===== src/rtl/uart_byte_receiver_pkg.sv =====
// Shared definitions for the UART byte receiver: FSM states, the baud divider
// computation and the oversampling sample points.
package uart_byte_receiver_pkg;

   typedef enum logic [2:0] {
      ST_IDLE,
      ST_START,
      ST_DATA,
      ST_STOP,
      ST_BREAK
   } rx_state_t;

   localparam logic [3:0] T_SAMPLE_A = 4'd7;
   localparam logic [3:0] T_SAMPLE_B = 4'd8;
   localparam logic [3:0] T_DECIDE   = 4'd9;
   localparam logic [3:0] T_BIT_END  = 4'd15;

   // Rounded clock cycles per oversampling tick.
   function automatic int calc_div(input int clk_freq, input int baud, input int oversample);
      return (clk_freq + (baud * oversample) / 2) / (baud * oversample);
   endfunction

endpackage


===== src/rtl/uart_byte_receiver_tick.sv =====
// Oversampling tick generator: clock divider plus a 4-bit position counter
// within the current bit, both held at zero while clear is asserted.
module baud_tick_gen #(
   parameter int DIV = 27
) (
   input  logic       clock,
   input  logic       rst_n,
   input  logic       clear,
   output logic       tick,
   output logic [3:0] t
);

   localparam int CW = $clog2(DIV + 1);
   localparam logic [CW-1:0] DIV_LAST = CW'(DIV - 1);

   logic [CW-1:0] div_cnt;

   assign tick = (div_cnt == DIV_LAST);

   // t wraps from 15 back to 0, marking the start of the next bit.
   always_ff @(posedge clock or negedge rst_n) begin
      if (!rst_n) begin
         div_cnt <= '0;
         t       <= '0;
      end else if (clear) begin
         div_cnt <= '0;
         t       <= '0;
      end else if (tick) begin
         div_cnt <= '0;
         t       <= t + 4'd1;
      end else begin
         div_cnt <= div_cnt + CW'(1);
      end
   end

endmodule


===== src/rtl/uart_byte_receiver.sv =====
// 8N1 UART receiver with 16x oversampling, 3-sample majority vote per bit,
// false-start rejection and framing-error reporting.
module uart_byte_receiver
   import uart_byte_receiver_pkg::*;
#(
   parameter int CLK_FREQ   = 50_000_000,
   parameter int BAUD       = 115200,
   parameter int OVERSAMPLE = 16
) (
   input  logic       CLOCK_50,
   input  logic       KEY,
   input  logic       RxD,
   output logic [7:0] RxD_data,
   output logic       RxD_data_ready,
   output logic       RxD_idle,
   output logic       framing_error
);

   localparam int DIV = calc_div(CLK_FREQ, BAUD, OVERSAMPLE);

   logic       rst_n;
   logic [1:0] rxd_meta;
   logic       rxd_sync;
   logic       tick;
   logic [3:0] t;
   logic       samp_a;
   logic       samp_b;
   logic       maj;
   logic       decide;
   logic       bit_end;
   logic [2:0] bit_idx;
   logic [7:0] shreg;
   rx_state_t  state;

   assign rst_n = KEY;

   // Two-flop synchronizer; resets to the idle line level.
   always_ff @(posedge CLOCK_50 or negedge rst_n) begin
      if (!rst_n) begin
         rxd_meta <= 2'b11;
      end else begin
         rxd_meta <= {rxd_meta[0], RxD};
      end
   end

   assign rxd_sync = rxd_meta[1];

   // Counters sit at zero in IDLE so a new frame starts its timing at the edge.
   baud_tick_gen #(
      .DIV(DIV)
   ) u_tick (
      .clock(CLOCK_50),
      .rst_n(rst_n),
      .clear(state == ST_IDLE),
      .tick (tick),
      .t    (t)
   );

   assign maj      = (samp_a & samp_b) | (samp_a & rxd_sync) | (samp_b & rxd_sync);
   assign decide   = tick && (t == T_DECIDE);
   assign bit_end  = tick && (t == T_BIT_END);
   assign RxD_idle = (state == ST_IDLE);

   // Frame FSM; the third sample is the live synchronized line at the decision tick.
   always_ff @(posedge CLOCK_50 or negedge rst_n) begin
      if (!rst_n) begin
         state          <= ST_IDLE;
         bit_idx        <= '0;
         shreg          <= '0;
         samp_a         <= 1'b1;
         samp_b         <= 1'b1;
         RxD_data       <= '0;
         RxD_data_ready <= 1'b0;
         framing_error  <= 1'b0;
      end else begin
         RxD_data_ready <= 1'b0;
         framing_error  <= 1'b0;
         if (tick && (t == T_SAMPLE_A)) samp_a <= rxd_sync;
         if (tick && (t == T_SAMPLE_B)) samp_b <= rxd_sync;

         case (state)
            ST_IDLE: begin
               if (!rxd_sync) state <= ST_START;
            end
            ST_START: begin
               if (decide && maj) begin
                  state <= ST_IDLE;
               end else if (bit_end) begin
                  bit_idx <= '0;
                  state   <= ST_DATA;
               end
            end
            ST_DATA: begin
               if (decide) shreg[bit_idx] <= maj;
               if (bit_end) begin
                  if (bit_idx == 3'd7) state <= ST_STOP;
                  else bit_idx <= bit_idx + 3'd1;
               end
            end
            // Leaving at mid-stop-bit keeps half a bit of slack for the next start edge.
            ST_STOP: begin
               if (decide) begin
                  if (maj) begin
                     RxD_data       <= shreg;
                     RxD_data_ready <= 1'b1;
                     state          <= ST_IDLE;
                  end else begin
                     framing_error <= 1'b1;
                     state         <= ST_BREAK;
                  end
               end
            end
            ST_BREAK: begin
               if (rxd_sync) state <= ST_IDLE;
            end
            default: state <= ST_IDLE;
         endcase
      end
   end

endmodule

===== config.mk =====
export PLATFORM = sky130hd
export DESIGN_NAME = uart_byte_receiver
export DESIGN_NICKNAME = d
export VERILOG_FILES = /design/src/rtl/uart_byte_receiver_pkg.sv /design/src/rtl/uart_byte_receiver_tick.sv /design/src/rtl/uart_byte_receiver.sv
export SDC_FILE = /design/constraint.sdc
export NUM_CORES = 1
export LEC_CHECK = 0
export ABC_CLOCK_PERIOD_IN_PS = 2050
export CELL_PAD_IN_SITES_DETAIL_PLACEMENT = 2
export CELL_PAD_IN_SITES_GLOBAL_PLACEMENT = 2
export CORE_MARGIN = 1
export CORE_UTILIZATION = 39
export CTS_CLUSTER_SIZE = 8
export DETAILED_ROUTE_END_ITERATION = 8
export PLACE_DENSITY_LB_ADDON = 0.1
export SYNTH_ARGS = -nofsm -noshare
export SYNTH_HDL_FRONTEND = slang
export SYNTH_SLANG_ARGS = --single-unit

===== constraint.sdc =====
create_clock -name CLOCK_50 -period 2.05 [get_ports CLOCK_50]
set_input_delay 0.615 -clock CLOCK_50 [delete_from_list [all_inputs] [get_ports CLOCK_50]]
set_output_delay 0.615 -clock CLOCK_50 [all_outputs]
set_load 0.05 [all_outputs]

==> metrics list <==
* Run status: completed
- Top cell type by total area after synthesis: sky130_fd_sc_hd__dfrtp_1
* Starting density of the core: 0.405
* Power per cell area: 643 nW/µm²
- Post-CTS setup buffer count: 0
* Wire per inst: 17.3 µm
- The clock passes through at most 2 buffers.
* R2r worst-path depth: 6
* Final routed DRC violation total: 0
- Number of enable flip-flop cells after synthesis: 0
- Die X-Extent: 69.0 µm
- Io pins: 14
- Placed wire-length estimate: between 2000 and 3000 µm
- Counting every sink on the clock net gives 37.
- Part of the Yosys area used for sequential elements: 0.531
- Counting I/O delays and the setup requirement, the final critical path takes 1.94 ns.
- First-pass GRT wire length: 6910 µm
* Register bit total from synthesis: 37
* Total number of H-tree levels: 2
- Number of buffers created by CTS: 5
- Dividing the detail-routed via count by the number of cells gives approximately 5.3.
* Fraction of registers with async set or reset after synthesis: 1.00
- In this run the remaining antenna-violating nets after routing total 0.
- Setup repair after global routing left no endpoint under its margin.
- Synth cell types: 40
* Max rail drop VDD: 0.314 mV
- TritonRoute pass-1 iters: 3
* Leakage power of the design: 0.980 nW
* Clock input transition at the sequential cells of the worst setup and hold paths: around 0.080 ns
- Terminus of the critical flop-to-flop path: bit_idx[1]$_DFFE_PN0P_
- The worst setup path is captured at an output pin.
- At the worst endpoint, the arrival time is 1.32 ns.
* Final cell count without fillers: 220
- Synthesis produced a netlist with a net count of 156.
* Most common library cell in the layout ignoring fill and taps: sky130_fd_sc_hd__dfrtp_1
- Based on the critical path, the design can be clocked at up to between 500 and 600 MHz.
* Setup violations, final: 0
* Number of diodes: 0
- Prevailing post-synth register cell: sky130_fd_sc_hd__dfrtp_1
- Y dimension of the die: 69.0 µm
- Antenna violations before repair: 0
- Launching element type of the critical path: flip-flop
- The final layout contains about 180 nets.
- By startpoint and endpoint, the worst setup path is classified as flip-flop to output pin.
- Each instance of the synthesized netlist takes up on average 12.0 µm².
- For the pin with the worst max-slew slack, the measured transition is 0.472 ns.
- Max transition margin: 0.685
- Global routing finished with a remaining overflow of 0.
* Number of vias in the routed layout: approximately 1,200
- Vias in the first global route: roughly 1,300
- At the end of routability-driven placement, the weighted congestion stood at 0.710.
- In this run the core area contains 24 standard-cell rows.
* Design Area, Final: 2040 µm²
- R2r startpoint: bit_idx[1]$_DFFE_PN0P_
* Highest-count cells in the layout ignoring fill and taps: 33 x sky130_fd_sc_hd__dfrtp_1, 17 x sky130_fd_sc_hd__mux2_2, 17 x sky130_fd_sc_hd__buf_4
- CP required: 1.43 ns
* Core Footprint: 4320 µm²
- Area after DPL: around 1900 µm²
* Final standard cell utilization of the core: 0.473
* Warning count from the yosys run: 0
- Leading cell types by total area after synthesis: sky130_fd_sc_hd__dfrtp_1 47%, sky130_fd_sc_hd__mux2_2 11%, sky130_fd_sc_hd__dfstp_2 6.0%, sky130_fd_sc_hd__ha_1 5.0%, sky130_fd_sc_hd__nand2_1 2.6%
- Number of max-cap violations: 0
- Sum of internal, switching and leakage power: 0.00132 W
- Detailed-route wire length: ~3800 µm
- First DRT Iteration DRCs: 44
- Area growth, synth to finish: 16.6%
- On the final layout, the worst clock skew is 0.00710 ns.
* Worst reg2reg setup slack: 0.12 ns
- Clock tree synthesis selected as its root buffer the cell sky130_fd_sc_hd__clkbuf_8.
* Max Slew Vio Count: 0
- The count of buffers added on input and output ports is 13.
* Overall fraction of global-route tracks in use: 0.187
- Fraction of final layout cells sized beyond drive strength 1: 0.333
- Entering global routing, the biggest net connects 38 pins.
- Number of instances in the placed design: roughly 210
* Die ar.: 4770 µm²
* Gate Count Post-Synth: 146
* TritonCTS clock tree: yes
- Final sum of negative setup slack: 0 ns
* Final Hold Viols: 0
* Hold WC Path Type: input pin to async pin
* Period Utilization, post-route: 0.945
- The synthesized netlist occupies a cell area of 1750 µm².
* Share of Yosys cell area claimed by the top area cell type: 0.471
* Source-to-sink clock delay at the later pin of the worst-skew pair: 0.29 ns
- Along the worst path, the maximum fanout reaches 9.
==> state kept, by name, summed over array words and instances (netlist names) <==
register and flops:
samp_b 1, RxD_data 8, rxd_meta 2, samp_a 1
framing_error 1, RxD_data_ready 1, bit_idx 3, shreg 8
u_tick.t 4, state 3, u_tick.div_cnt 5
==> cell usage after synthesis, types with 2 or more instances <==
cell	instances
sky130_fd_sc_hd__a21oi_1	3
sky130_fd_sc_hd__buf_2	2
sky130_fd_sc_hd__buf_4	3
sky130_fd_sc_hd__dfrtp_1	33
sky130_fd_sc_hd__dfstp_2	4
sky130_fd_sc_hd__ha_1	7
sky130_fd_sc_hd__inv_1	5
sky130_fd_sc_hd__mux2_2	17
sky130_fd_sc_hd__mux2i_1	3
sky130_fd_sc_hd__nand2_1	12
sky130_fd_sc_hd__nand2b_1	2
sky130_fd_sc_hd__nand3_1	8
sky130_fd_sc_hd__nand4b_1	2
sky130_fd_sc_hd__nor2_1	12
sky130_fd_sc_hd__nor3_1	5
sky130_fd_sc_hd__xor2_1	4
==> worst max-delay path: stages, from the launching register on <==
cell                      delay (ns)
sky130_fd_sc_hd__dfrtp_1        0.50
sky130_fd_sc_hd__nor3_2         0.21
sky130_fd_sc_hd__buf_4          0.18
sky130_fd_sc_hd__buf_12         0.14
==> metal layers <==
| metal | part of all wire | global-route usage |
|---|---|---|
| met1 | 0.44 | 0.242 |
| met2 | 0.51 | 0.302 |
| met3 | 0.024 | 0.0482 |
| met4 | 0.019 | 0.0635 |
| met5 | 0 | 0 |
==> stage by stage <==
step	setup WS, ns	hold WS, ns
after floorplan	0.149	0.319
after global placement	0.281	0.347
after detailed placement	0.0682	0.351
after CTS	0.0415	0.364
after global routing	0.00136	0.375
final	0.113	0.360
==> how the worst max path moves through the flow <==
| stage | startpoint | to | slack (ns) |
|---|---|---|---|
| 3_5_place_dp | bit_idx[1]$_DFFE_PN0P_ | bit_idx[1]$_DFFE_PN0P_ | 0.07 |
| 4_1_cts | bit_idx[1]$_DFFE_PN0P_ | bit_idx[1]$_DFFE_PN0P_ | 0.04 |
| 3_3_place_gp | u_tick.t[1]$_DFFE_PN0P_ | shreg[3]$_DFFE_PN0P_ | 0.28 |
| 5_1_grt | bit_idx[1]$_DFFE_PN0P_ | bit_idx[2]$_DFFE_PN0P_ | 0.001 |
| 6_report | state[2]$_DFFE_PN0P_ | RxD_idle | 0.11 |
| 2_1_floorplan | state[2]$_DFFE_PN0P_ | RxD_idle | 0.15 |
==> power breakdown <==
| part | switching (W) | internal, W |
|---|---|---|
| combinational | 0.0000142 | 0.00000364 |
| clock | 0.000259 | 0.000304 |
| sequential | 0.00000139 | 0.000733 |
| total | 0.000274 | 0.00104 |
==> logic make-up after synthesis <==
logic type,synth area share
AND/OR/NAND/NOR,0.188
buffers and inverters,0.0357
flip-flops,0.531
AO/OA/AOI/OAI,0.0321
adder cells (fa/ha/maj),0.0557
multiplexers,0.133
XOR/XNOR,0.0250
==> final cells by class <==
cell class / instances / area (µm²)
Tap cell: 52 / 65.1
Clock buffer: 7 / 96.3
Fill cell: 453 / 2280
Clock inverter: 1 / 5.00
Inverter: 5 / 18.8
Sequential cell: 37 / 931
Multi-Input combinational cell: 98 / 766
Timing Repair Buffer: 20 / 163
==> timing repair <==
action / in CTS / in global routing
hold buffers: 0 / 0
setup endpoints to repair: 0 / 2
resized for setup: 0 / 1
Note: power is estimated with default switching activity, not from simulation.
